## src/rtl/uart_rx_param.sv

```systemverilog
// uart_rx_param: oversampling UART receiver with configurable frame format.
// Rx is synchronised, sampled on a divided tick, and each bit is decided by a
// 3-sample majority vote around mid-bit. Completed frames land in a holding
// register with a valid/ack handshake and a sticky overrun flag.
module uart_rx_param #(
  parameter int BoardFreq  = 100000000,
  parameter int BaudRate   = 9600,
  parameter int Oversample = 16,
  parameter int DataBits   = 8,
  parameter int ParityMode = 0,
  parameter int StopBits   = 1,
  parameter int DivCount   = BoardFreq / (BaudRate * Oversample)
) (
  input  logic                Clk,
  input  logic                Rst,
  input  logic                Rx,
  input  logic                ReadEn,
  input  logic                outputAck,
  output logic [DataBits-1:0] outputByte,
  output logic                outputReady,
  output logic                parityErr,
  output logic                frameErr,
  output logic                overrun,
  output logic                busy
);

  localparam int DivW = (DivCount > 1) ? $clog2(DivCount) : 1;
  localparam int SW   = $clog2(Oversample);
  localparam int BW   = $clog2(DataBits);

  localparam logic [DivW-1:0] DivLast  = DivW'(DivCount - 1);
  localparam logic [SW-1:0]   SVote0   = SW'(Oversample / 2 - 1);
  localparam logic [SW-1:0]   SVote1   = SW'(Oversample / 2);
  localparam logic [SW-1:0]   SVote2   = SW'(Oversample / 2 + 1);
  localparam logic [SW-1:0]   SLast    = SW'(Oversample - 1);
  localparam logic [BW-1:0]   BLast    = BW'(DataBits - 1);
  localparam logic            StopLast = (StopBits == 2);
  localparam logic            OddPar   = (ParityMode == 2);
  localparam logic            HasPar   = (ParityMode != 0);

  typedef enum logic [2:0] {
    S_IDLE,
    S_START,
    S_DATA,
    S_PARITY,
    S_STOP
  } state_t;

  logic [1:0]          r_sync;
  logic                w_rxs;
  logic [DivW-1:0]     r_div;
  logic                w_tick;
  state_t              r_state;
  state_t              w_state_next;
  logic [SW-1:0]       r_s;
  logic [BW-1:0]       r_bit_idx;
  logic                r_stop_idx;
  logic                r_v0;
  logic                r_v1;
  logic                w_vote;
  logic                w_vote_pt;
  logic                w_bit_end;
  logic                w_par_exp;
  logic [DataBits-1:0] r_shift;
  logic                r_perr_pend;
  logic                r_ferr_pend;
  logic                r_commit;
  logic [DataBits-1:0] r_byte;
  logic                r_ready;
  logic                r_perr;
  logic                r_ferr;
  logic                r_overrun;
  logic                w_busy;

  assign w_rxs = r_sync[1];

  // Two-flop synchroniser for the asynchronous Rx pin; idles high.
  always_ff @(posedge Clk or negedge Rst) begin
    if (!Rst) r_sync <= 2'b11;
    else      r_sync <= {r_sync[0], Rx};
  end

  assign w_tick = (r_div == DivLast);

  // Free-running sample-tick divider, pulses w_tick on the wrap cycle.
  always_ff @(posedge Clk or negedge Rst) begin
    if (!Rst)        r_div <= '0;
    else if (w_tick) r_div <= '0;
    else             r_div <= r_div + 1'b1;
  end

  // Majority of the two stored samples and the live sample at the third point.
  assign w_vote    = (r_v0 & r_v1) | (r_v0 & w_rxs) | (r_v1 & w_rxs);
  assign w_vote_pt = w_tick && (r_s == SVote2);
  assign w_bit_end = w_tick && (r_s == SLast);
  assign w_par_exp = (^r_shift) ^ OddPar;

  // FSM state register.
  always_ff @(posedge Clk or negedge Rst) begin
    if (!Rst) r_state <= S_IDLE;
    else      r_state <= w_state_next;
  end

  // FSM next-state logic; all transitions happen on a sample tick.
  always_comb begin
    w_state_next = r_state;
    if (!ReadEn) begin
      w_state_next = S_IDLE;
    end else if (w_tick) begin
      case (r_state)
        S_IDLE:   if (!w_rxs) w_state_next = S_START;
        S_START: begin
          if (w_vote_pt && w_vote) w_state_next = S_IDLE;
          else if (w_bit_end)      w_state_next = S_DATA;
        end
        S_DATA:   if (w_bit_end && (r_bit_idx == BLast))
                    w_state_next = HasPar ? S_PARITY : S_STOP;
        S_PARITY: if (w_bit_end) w_state_next = S_STOP;
        S_STOP:   if (w_vote_pt && (r_stop_idx == StopLast))
                    w_state_next = S_IDLE;
        default:  w_state_next = S_IDLE;
      endcase
    end
  end

  // FSM output logic.
  always_comb begin
    w_busy = (r_state != S_IDLE);
  end

  assign busy = w_busy;

  // Frame datapath: sample counter, vote samples, shift register, pending flags.
  always_ff @(posedge Clk or negedge Rst) begin
    if (!Rst) begin
      r_s         <= '0;
      r_bit_idx   <= '0;
      r_stop_idx  <= 1'b0;
      r_v0        <= 1'b1;
      r_v1        <= 1'b1;
      r_shift     <= '0;
      r_perr_pend <= 1'b0;
      r_ferr_pend <= 1'b0;
      r_commit    <= 1'b0;
    end else begin
      r_commit <= 1'b0;
      if (!ReadEn) begin
        r_s <= '0;
      end else if (w_tick) begin
        if (r_state == S_IDLE) begin
          r_s         <= '0;
          r_bit_idx   <= '0;
          r_stop_idx  <= 1'b0;
          r_perr_pend <= 1'b0;
          r_ferr_pend <= 1'b0;
        end else begin
          r_s <= (r_s == SLast) ? '0 : r_s + 1'b1;
          if (r_s == SVote0) r_v0 <= w_rxs;
          if (r_s == SVote1) r_v1 <= w_rxs;
          case (r_state)
            S_DATA: begin
              if (w_vote_pt) r_shift   <= {w_vote, r_shift[DataBits-1:1]};
              if (w_bit_end) r_bit_idx <= r_bit_idx + 1'b1;
            end
            S_PARITY: begin
              if (w_vote_pt && (w_vote != w_par_exp)) r_perr_pend <= 1'b1;
            end
            S_STOP: begin
              if (w_vote_pt) begin
                if (!w_vote) r_ferr_pend <= 1'b1;
                if (r_stop_idx == StopLast) r_commit <= 1'b1;
              end
              if (w_bit_end) r_stop_idx <= 1'b1;
            end
            default: ;
          endcase
        end
      end
    end
  end

  // Holding register and handshake; a commit into an unacked byte is an overrun.
  always_ff @(posedge Clk or negedge Rst) begin
    if (!Rst) begin
      r_byte    <= '0;
      r_ready   <= 1'b0;
      r_perr    <= 1'b0;
      r_ferr    <= 1'b0;
      r_overrun <= 1'b0;
    end else if (r_commit && (!r_ready || outputAck)) begin
      r_byte  <= r_shift;
      r_perr  <= r_perr_pend;
      r_ferr  <= r_ferr_pend;
      r_ready <= 1'b1;
      if (outputAck && r_ready) r_overrun <= 1'b0;
    end else if (r_commit) begin
      r_overrun <= 1'b1;
    end else if (outputAck && r_ready) begin
      r_ready   <= 1'b0;
      r_overrun <= 1'b0;
    end
  end

  assign outputByte  = r_byte;
  assign outputReady = r_ready;
  assign parityErr   = r_perr;
  assign frameErr    = r_ferr;
  assign overrun     = r_overrun;

endmodule

```

## config.mk

```make
export PLATFORM = sky130hd
export DESIGN_NAME = uart_rx_param
export DESIGN_NICKNAME = d
export VERILOG_FILES = /design/src/rtl/uart_rx_param.sv
export SDC_FILE = /design/constraint.sdc
export NUM_CORES = 1
export LEC_CHECK = 0
export BUFFER_PORTS_ARGS = -buffer_cell sky130_fd_sc_hd__buf_4
export CAP_MARGIN = 20
export CORE_ASPECT_RATIO = 1.25
export CORE_MARGIN = 5
export CORE_UTILIZATION = 35
export CTS_CLUSTER_DIAMETER = 30
export CTS_CLUSTER_SIZE = 8
export DETAILED_ROUTE_END_ITERATION = 12
export SYNTH_ARGS = -nofsm -noshare
export SYNTH_HDL_FRONTEND = slang
export SYNTH_SLANG_ARGS = --single-unit
export TNS_END_PERCENT = 100
```

## constraint.sdc

```tcl
create_clock -name Clk -period 2.1 [get_ports Clk]
set_clock_uncertainty 0.05 [all_clocks]
set_input_delay 0.42 -clock Clk [delete_from_list [all_inputs] [get_ports Clk]]
set_output_delay 0.42 -clock Clk [all_outputs]
set_load 0.005 [all_outputs]
```

* Yosys cells after proc, flatten, opt, wreduce, memory -nomap -nowiden
Cells that the tools add are included.
** Storage, ports and cells
- Register bits after elaboration :: 48
- Bits in latches :: 0
- Bits in writable memories :: 0
- ROM bits :: 0
- Output and inout bits :: 13
- Memories :: 0
** Cells by class
- $add $sub $neg :: 3
- Multiply operators :: 0
- Div/mod/pow operators :: 0
- Magnitude comparators :: 0
- Equal/unequal tests :: 19
- Shift-type cells :: 0
- Mux-type cells :: 39
- Bitwise logic cells :: 7
- Reductions and logical operators :: 29
** Operators by type and width (count)
- $mux W3 :: 11
- $mux W1 :: 22
- $reduce_and A4 Y1 :: 5
- $mux W4 :: 4
- $pmux W3 S5 :: 1
- $reduce_bool A2 Y1 :: 7
- $eq A4 B4 Y1 const B :: 3
- $ne A3 B3 Y1 const B :: 4
- $add A10 B1 Y10 const B :: 1
- $eq A10 B10 Y1 const B :: 1
- $mux W10 :: 1
- $reduce_and A5 Y1 :: 2
- $logic_and A1 B1 Y1 :: 8
- $reduce_xor A8 Y1 :: 1
- $eq A3 B2 Y1 const B :: 2
- $eq A3 B3 Y1 const B :: 2
- $ne A2 B1 Y1 const B :: 3
- $reduce_and A6 Y1 :: 1
- $add A4 B1 Y4 const B :: 1
- $eq A4 B3 Y1 const B :: 1
- $ne A4 B4 Y1 const B :: 1
- $add A3 B1 Y3 const B :: 1
- $and A1 B1 Y1 :: 3
- $eq A3 B1 Y1 const B :: 1
- 8 further kinds :: 10

* Depth between registers and ports, before layout
Gate-level depths: netlist (run 1).
- Depth after elaboration :: 8
- Mapped depth :: 7
- Gate-level depth less buffers :: 6

* Worst setup path after synthesis (run 1)
OpenSTA, ideal clock, no wires.
- Path type :: reg2reg
- Start point :: register r_div[8]
- End point :: register r_v0
- Setup time :: 85 ps
- Data arrival time :: 1972 ps
- Data required time :: 1965 ps
- Path slack :: -7 ps
- Cell stages (with the launch flop) :: 6
- Buffers on the path :: 1
- Clock period less this slack :: 2107 ps
- Cells stage by stage :: dfrtp_1 > or4b_4 > or3_1 > buf_6 > nor4_4 > mux2_1
** Between the ends
- Cells in the longest elaborated chain, start to end :: 2
** Ends and longest elaborated chain
- from (decl) :: RTL line 51 : logic [DivW-1:0] r_div;
- from (signal assigned) :: RTL line 89 : else r_div <= r_div + 1'b1;
- $eq A10 B10 Y1 :: RTL line 83 : assign w_tick = (r_div == DivLast);
- $reduce_and A4 Y1 (no source line)
- to (signal assigned) :: RTL line 158 : if (r_s == SVote0) r_v0 <= w_rxs;
- to (decl) :: RTL line 58 : logic r_v0;
No other way between the ends.
A chain may end at the register's enable or synchronous reset.

* Worst setup path in the final report (run 1)
Ends and elaborated chain as after synthesis.

==> results of run 1 <==
[final timing paths]
path | from | endpoint | slack, ns | depth (start not counted)
setup / recovery | r_div[8]$_DFF_PN0_ | r_v0$_DFFE_PN1P_ | 0.06 | 4
hold / removal | Rst | outputReady$_DFFE_PN0P_ | 0.08 | 1
setup reg to reg | r_div[8]$_DFF_PN0_ | r_v0$_DFFE_PN1P_ | 0.06 | 4
hold reg to reg | r_sync[0]$_DFF_PN1_ | r_sync[1]$_DFF_PN1_ | 0.31 | 0
max in group asynchronous | Rst | r_div[9]$_DFF_PN0_ | 1.52 | 1
min in group Clk | Rx | r_sync[0]$_DFF_PN1_ | 0.18 | 1
[critical path, stage by stage, from the launching register on]
cell and delay (ns):
dfrtp_1 0.39, or4b_4 0.57, or3_4 0.38, nor4_4 0.22, mux2_1 0.36
[through the flow]
stage	instances	utilization [%]	hold WS, ns
floorplan	196	-	0.0744
global placement	304	40.1	0.298
detailed placement	304	40.1	0.299
CTS	312	41.7	0.0983
global route	312	41.9	0.128
finish	312	41.9	0.0780
[flip-flops by register name (all words and copies together), names as in the netlist]
register and count:
r_v0 1, parityErr 1, overrun 1, outputReady 1, r_ferr_pend 1, r_s 4, r_perr_pend 1, r_shift 8
r_state 3, r_sync 2, r_v1 1, outputByte 8, r_commit 1, frameErr 1, r_bit_idx 3, r_div 10
r_stop_idx 1
[layout make-up]
type	instances	area share (%)
clock buffer	6	2.65
clock inverter	2	1.28
inverter	8	1.10
multi-input combinational	132	38.9
sequential	48	44.1
tap	87	3.98
timing repair buffer	29	7.96
[layer usage]
layer	wire length, um	global-route usage, %	up-vias	part of all wire (%)
met5	0	0	-	0
met4	72	4.53	0	1.6
met3	181	2.52	5	4.1
met2	2340	20.2	36	53
met1	1850	12.8	786	42
li1	-	-	752	-
[power groups by stage]
stage | Clock [mW] | Sequential [mW] | Combinational (mW)
floorplan | 0 | 0.981 | 0.229
global placement | 0 | 1.03 | 0.336
detailed placement | 0 | 1.03 | 0.335
CTS | 0.674 | 1.01 | 0.337
global route | 0.719 | 1.01 | 0.373
finish | 0.657 | 1.01 | 0.334
[kinds of logic after synthesis]
| group | share of synthesized area (%) |
|---|---|
| buffers and inverters | 2.96 |
| multiplexers | 12.4 |
| AO/OA/AOI/OAI | 5.43 |
| flip-flops | 51.8 |
| adder cells (fa/ha/maj) | 4.19 |
| XOR/XNOR | 6.24 |
| AND/OR/NAND/NOR | 17.0 |
[cell usage in the layout, fill, tap and decap left out, drive strengths merged, types with 2 or more instances in the layout]
master / instances
o21a: 2
clkbuf: 6
a21oi: 2
dfrtp: 44
nor2b: 2
nand4b: 2
nand4: 3
nand2: 12
a31oi: 4
mux2i: 4
and3: 2
nor2: 12
nand3b: 3
nand3: 10
nor3: 5
buf: 29
xor2: 4
inv: 8
a21boi: 3
nor4: 4
xnor2: 10
nand2b: 3
ha: 7
o21ai: 2
dfstp: 4
mux2: 22
[timing repair]
action                                  in CTS  in global routing
resized for setup                            0                  2
endpoints found under the setup margin       0                  7
endpoints found under the hold margin        0                  0
==> reports/results.ini, run 1 <==
[power_and_ir_drop]
clkPwrFrac_pct = 32.8
p_comb_share_pct = 16.7
power_frac_seq_pct = 50.5
netSwitchingFraction_pct = 27.9
p_switching_uw = 559
intPower_mw = 1.44
power_mw = 2.00
power_density_mw_per_mm2 = 732
ir_drop_mv = 0.374
leakage_nw = 1.31

[timing]
fmax_ghz = 0.490
hold_violations = 0
rsz0062_at_grt = no
setup_violations = 0
tightest_slew_ns = 0.614
finalCritPeriodShare_pct = 97.2
finalSetupTns_ns = 0
setup_slack_ns = 0.0597
max-slew-margin-rel_pct = 58.5
fin_crit_ns = 2.04
maxSlewViolCount = 0

[cts]
tritoncts = yes
cts.clk_slew.worst_paths_ns = 0.09
ctsLongestPathBuffers = 2
cts_root_buf = clkbuf_8
cts.hold.buffers_added = 0
h-tree-depth = 2
numCtsBuffers = 5
clk_latency_ns = 0.30
post-cts-setup-buffer-count = 0
cts.sinks = 48

[floorplan]
coreArea_mm2 = 0.00652
die_h_um = 101
dieArea_mm2 = 0.00839
start_util_pct = 35.7
boundaryPins = 18
chipWidth_um = 82.9
num_rows = 33

[route]
drtAntennaViolNets = 0
dr.pass1.iters = 4
drc = 0
drt_iter0_drc = 91
wl_per_cell_um = 14.3
num_vias = 1579
drt_wl_total_um = 4450
avgViaCountPerCell = 5.06

[synthesis]
synth_most_common_cell = dfrtp_1
synth_area_leaders = dfrtp_1 (47%), mux2_1 (5.3%), mux2_2 (5.3%), dfstp_2 (4.5%), ha_1 (3.8%)
synth-edff-count = 0
yosys.area.top_type = dfrtp_1
synth_cell_type_count = 48
ys_seq_area_share_pct = 51.8
synthTopCellsByCount = dfrtp_1 (44), nand2_1 (12), nor2_1 (12), mux2_1 (11), mux2_2 (11)
netlist_area_mm2 = 0.00233
ys.flop_type = dfrtp_1
synth_fp_nets = 208
synth_warnings = 0
syn_area_per_cell_um2 = 11.9
syn_inst = 196
synth_top_area_share_pct = 47.3
async_flop_share_pct = 100
ys_ff_latch = 48

[critical_path]
worst_setup_path_start_kind = flop
crit_fanout = 4
critPathArrivalTime_ns = 2.22
worstSetupPathType = reg -> reg
crit_required_ns = 2.28
crit_path_end_kind = flop

[global_route]
antenna_found_initial = 0
grt_usage_pct = 11.1
grt_pass1_vias = 1598
grt_overflow = 0
grt_max_degree = 49
grt_pass1_wl_um = 7570

[flow_run]
cap_violations = 0

[place]
post_dp_cell_area_mm2 = 0.00262
preCtsSetupSlack_ns = 0.0214
dp_hpwl_um = 3180
gp_congestion = 0.820
io_buffers = 17

[final_layout]
nNetsFinal = 236
layout-drive-gt1-share_pct = 25.3
final_cell_area_mm2 = 0.00274
area_growth_pct = 17.5
seq_area_mm2 = 0.00121
nFillCells = 662
multiInputGateArea_mm2 = 0.00106
diodes = 0

[outcome]
status = completed

[worst_hold_path]
hp-class = in -> async

Note: power is estimated with default switching activity, not from simulation.
==> inputs of run 2 (changes only) <==
REMOVE_ABC_BUFFERS = 1   (was unset)
==> run 2 against run 1 <==
Net effect: combinational power down 2%; setup slack worse by 0.042 ns; final cell count down 0.32%; utilization down 0.19 points; fmax down 2.0%; hold slack about the same; via count down 2.0%; sequential power about the same; routed wire length down 4.7%; critical path depth unchanged; sequential share of layout area up 0.20 points; clock-buffer cell count unchanged.
==> reports/results.ini, run 2 (synthesized netlist as in run 1, its figures left out) <==
[outcome]
status = completed

[cts]
clk_latency_ns = 0.30
cts.sinks = 48
ctsLongestPathBuffers = 2
cts.hold.buffers_added = 0
cts_root_buf = clkbuf_8
h-tree-depth = 2
cts.clk_slew.worst_paths_ns = 0.09
tritoncts = yes
numCtsBuffers = 5

[timing]
rsz0062_at_grt = yes
setup_violations = 0
tightest_slew_ns = 0.604
finalCritPeriodShare_pct = 99.2
fin_crit_ns = 2.08
hold_violations = 0
fmax_ghz = 0.480
max-slew-margin-rel_pct = 59.7
maxSlewViolCount = 0
finalSetupTns_ns = 0

[floorplan]
coreArea_mm2 = 0.00652
dieArea_mm2 = 0.00839
die_h_um = 101
start_util_pct = 35.7
chipWidth_um = 82.9
boundaryPins = 18
num_rows = 33

[final_layout]
final_cell_mix = dfrtp_1 (44), buf_4 (28), nand2_1 (12), nor2_1 (12)
largest_register_ffs = 10
layout-drive-gt1-share_pct = 24.6
diodes = 0
largest_register = r_div
nNetsFinal = 235
area_growth_pct = 17.0
nFillCells = 667
fin_util_pct = 41.7
layout_commonest_cell = dfrtp_1

[place]
gp_congestion = 0.787
dp_hpwl_um = 3000
io_buffers = 17

[power_and_ir_drop]
power_mw = 2.00
intPower_mw = 1.44
netSwitchingFraction_pct = 27.8
ir_drop_mv = 0.418
clkPwrFrac_pct = 33.2
p_comb_share_pct = 16.4
leakage_nw = 1.30
p_switching_uw = 557
power_frac_seq_pct = 50.4
power_density_mw_per_mm2 = 735

[critical_path]
timing.rr.start = r_div[8]$_DFF_PN0_
ff2ff_setup_slack_ns = 0.02
critPathArrivalTime_ns = 2.26
r2r_cells = 4
worstSetupPathType = reg -> reg
crit_path_end_kind = flop
r2r-end = r_v0$_DFFE_PN1P_
crit_fanout = 3
worst_setup_path_start_kind = flop
crit_required_ns = 2.28

[flow_run]
cap_violations = 0

[route]
drt_wl_total_um = 4240
num_vias = 1548
drt_iter0_drc = 44
wl_per_cell_um = 13.6
drtAntennaViolNets = 0
dr.pass1.iters = 4
drc = 0
avgViaCountPerCell = 4.98

[global_route]
met1_usage_pct = 13.3
grt_overflow = 0
grt_pass1_wl_um = 7470
antenna_found_initial = 0
grt_usage_pct = 11.0
grt_max_degree = 49
grt_use_met3_pct = 3.25
grt_pass1_vias = 1555
grt_use_met2_pct = 19.0
top_usage_layer = met2

[worst_hold_path]
hp-class = in -> async

[run 2: cell types whose count changed in the layout (fill, tap and decap cells not counted)]
cell / delta
buf_4: -1
or3_1: +1
or3_4: -1
[run 2: worst max-delay path: stages (launching register included)]
cell and delay, ns:
dfrtp_1 0.39, or4b_4 0.56, or3_1 0.44, nor4_4 0.24, mux2_1 0.34
[run 2: layout make-up]
class | instances | area [um^2] | share of cell area (%)
Multi-Input combinational cell | 132 | 1060 | 38.9
Timing Repair Buffer | 28 | 210 | 7.72
Inverter | 8 | 30.0 | 1.10
Sequential cell | 48 | 1210 | 44.3
Tap cell | 87 | 109 | 4.00
Clock inverter | 2 | 35.0 | 1.29
Clock buffer | 6 | 72.6 | 2.67
[run 2: how the worst max path moves through the flow]
| stage | startpoint | end | depth (start not counted) |
|---|---|---|---|
| 6_report | r_div[8]$_DFF_PN0_ | r_v0$_DFFE_PN1P_ | 4 |
| 4_1_cts | r_div[8]$_DFF_PN0_ | r_v0$_DFFE_PN1P_ | 4 |
| 5_1_grt | r_div[8]$_DFF_PN0_ | r_v0$_DFFE_PN1P_ | 4 |
| 3_3_place_gp | r_div[8]$_DFF_PN0_ | r_v0$_DFFE_PN1P_ | 4 |
| 2_1_floorplan | r_div[8]$_DFF_PN0_ | r_bit_idx[0]$_DFFE_PN0P_ | 4 |
| 3_5_place_dp | r_div[8]$_DFF_PN0_ | r_v0$_DFFE_PN1P_ | 4 |
[run 2: metal layers]
metal	wire, um	up-vias
li1	-	743
met1	1910	769
met2	2130	31
met3	157	5
met4	48	0
met5	0	-
[run 2: stage by stage]
stage / hold WS, ns / std cells / setup slack (ns) / cell area (um^2)
2_1_floorplan: 0.0744 / 188 / -0.0873 / 2290
3_3_place_gp: 0.296 / 303 / 0.0525 / 2610
3_5_place_dp: 0.297 / 303 / 0.0263 / 2610
4_1_cts: 0.107 / 311 / 0.00917 / 2720
5_1_grt: 0.126 / 311 / -0.0420 / 2720
6_report: 0.0783 / 311 / 0.0177 / 2720
[run 2: power groups by stage]
stage,sequential (mW),combinational (mW),clock [mW]
after floorplan,1.01,0.189,0
after global placement,1.03,0.328,0
after detailed placement,1.02,0.329,0
after CTS,1.01,0.331,0.689
after global routing,1.01,0.361,0.735
final,1.01,0.327,0.665
[run 2: timing repair]
action                                  CTS  global route
endpoints found under the setup margin    0            10
setup buffers                             0             0
resized for setup                         0             1
==> inputs of run 3 (changes only) <==
RECOVER_POWER = 100   (was unset)
clock period = 2.5 ns   (was 2.1 ns; I/O delays follow)
==> run 3 against run 2 <==
Net effect: first-iteration DRC count fell by 4.5%; hold slack better by 0.18 ns; highest routed layer unchanged; critical path depth is the same; clock power is 2% lower; non-clock buffer count decreased by 6; largest cell class unchanged; global-route usage down 0.61 points; sequential cell count did not move; largest power group unchanged.
==> reports/results.ini, run 3 (synthesized netlist as in run 1, its figures left out) <==
[outcome]
status = completed

[route]
drt_iter0_drc = 42
dr.pass1.iters = 4
avgViaCountPerCell = 4.95
wl_per_cell_um = 13.1
num_vias = 1511
drtAntennaViolNets = 0
drt_wl_total_um = 4000
drc = 0

[final_layout]
largest_register = r_div
final_cell_area_mm2 = 0.00267
layout-drive-gt1-share_pct = 20.2
nNetsFinal = 229
area_growth_pct = 14.9
final_cells = 305
largest_register_ffs = 10
diodes = 0
layout_commonest_cell = dfrtp_1
final_cell_mix = dfrtp_1 (44), nand2_1 (12), nor2_1 (12), clkbuf_4 (12)

[place]
dp.cells = 297
post_dp_cell_area_mm2 = 0.00256
dp_hpwl_um = 2900
gp_congestion = 0.768
io_buffers = 17

[power_and_ir_drop]
power_mw = 1.76
ir_drop_mv = 0.285
power_density_mw_per_mm2 = 657
leakage_nw = 1.26

[global_route]
grt_overflow = 0
grt_pass1_vias = 1575
grt_pass1_wl_um = 7190
grt_usage_pct = 10.4
grt_max_degree = 49
antenna_found_initial = 0

[floorplan]
coreArea_mm2 = 0.00652
num_rows = 33
boundaryPins = 18
start_util_pct = 35.7
dieArea_mm2 = 0.00839
chipWidth_um = 82.9
die_h_um = 101

[flow_run]
cap_violations = 0

[critical_path]
crit_path_end_kind = flop
worstSetupPathType = reg -> reg
crit_fanout = 8
slowest_stage = or4b_1
worst_setup_path_start_kind = flop
critPathArrivalTime_ns = 2.43
crit_required_ns = 2.68
crit_path_max_incr_delay_ns = 0.61
r2r_cells = 4
crit_chain = or4b_1 > or3_1 > nor4_4 > mux2_1

[timing]
maxSlewViolCount = 0
rsz0062_at_grt = no
hold_violations = 0
setup_violations = 0
max-slew-margin-rel_pct = 23.2
tightest_slew_ns = 1.15
finalCritPeriodShare_pct = 90.1
finalSetupTns_ns = 0
fmax_ghz = 0.444
fin_crit_ns = 2.25

[cts]
h-tree-depth = 2
cts.clk_slew.worst_paths_ns = 0.09
cts-resized-gates = 0
cts.sinks = 48
cts_root_buf = clkbuf_8
post-cts-setup-buffer-count = 0
clk_latency_ns = 0.30
cts.hold.buffers_added = 0
ctsLongestPathBuffers = 2
numCtsBuffers = 5
tritoncts = yes

[worst_hold_path]
hold_depth = 1
hp-class = in -> reg

## run 3: cell count changes in the layout (fill, tap and decap cells not counted), moves of 2 or more
| cell | change |
|---|---|
| o21ai_0 | +2 |
| o21ai_1 | -2 |
| clkbuf_1 | +4 |
| buf_4 | -23 |
| clkbuf_4 | +12 |
## run 3: report_power, final
group | switching, mW | internal, mW
Sequential | 0.0500 | 0.797
Combinational | 0.150 | 0.108
Clock | 0.253 | 0.400
Total | 0.453 | 1.30
## run 3: cell type report
class                   instances  area (um^2)
clock inverters                 2         60.1
multi-input cells             132         1050
repair buffers                 22          148
inverters                       8         30.0
well taps                      87          109
fillers                       671         3850
clock buffers                   6         72.6
flip-flops and latches         48         1210
## run 3: routing by layer
| metal | share of wire (%) | wire (um) | vias up | GRT usage [%] |
|---|---|---|---|---|
| li1 | - | - | 735 | - |
| met5 | 0 | 0 | - | 0 |
| met3 | 3.8 | 152 | 2 | 2.85 |
| met2 | 52 | 2090 | 27 | 18.8 |
| met4 | 0.32 | 13 | 0 | 3.02 |
| met1 | 44 | 1750 | 747 | 12.1 |
## run 3: per-stage QoR
stage	hold WS, ns	worst slack (ns)	util, %
6_report	0.255	0.247	41.0
5_1_grt	0.243	0.105	41.0
4_1_cts	0.179	0.293	41.3
3_5_place_dp	0.297	0.305	39.3
3_3_place_gp	0.297	0.322	39.3
2_1_floorplan	0.154	0.313	-
## run 3: critical path, delay by kind of cell (launching register included)
kind | cells | cell delay [ns]
flops | 1 | 0.41
mux | 1 | 0.34
simple gates | 3 | 1.39
## run 3: worst paths after layout
kind                                          start                   endpoint  slack (ns)
worst max register to register   r_div[8]$_DFF_PN0_           r_v0$_DFFE_PN1P_        0.25
worst min-delay path                             Rx        r_sync[0]$_DFF_PN1_        0.25
worst min register to register  r_sync[0]$_DFF_PN1_        r_sync[1]$_DFF_PN1_        0.31
worst max-delay path             r_div[8]$_DFF_PN0_           r_v0$_DFFE_PN1P_        0.25
max in group asynchronous                       Rst         r_div[0]$_DFF_PN0_        1.33
min in group asynchronous                       Rst  outputByte[3]$_DFFE_PN0P_        0.38
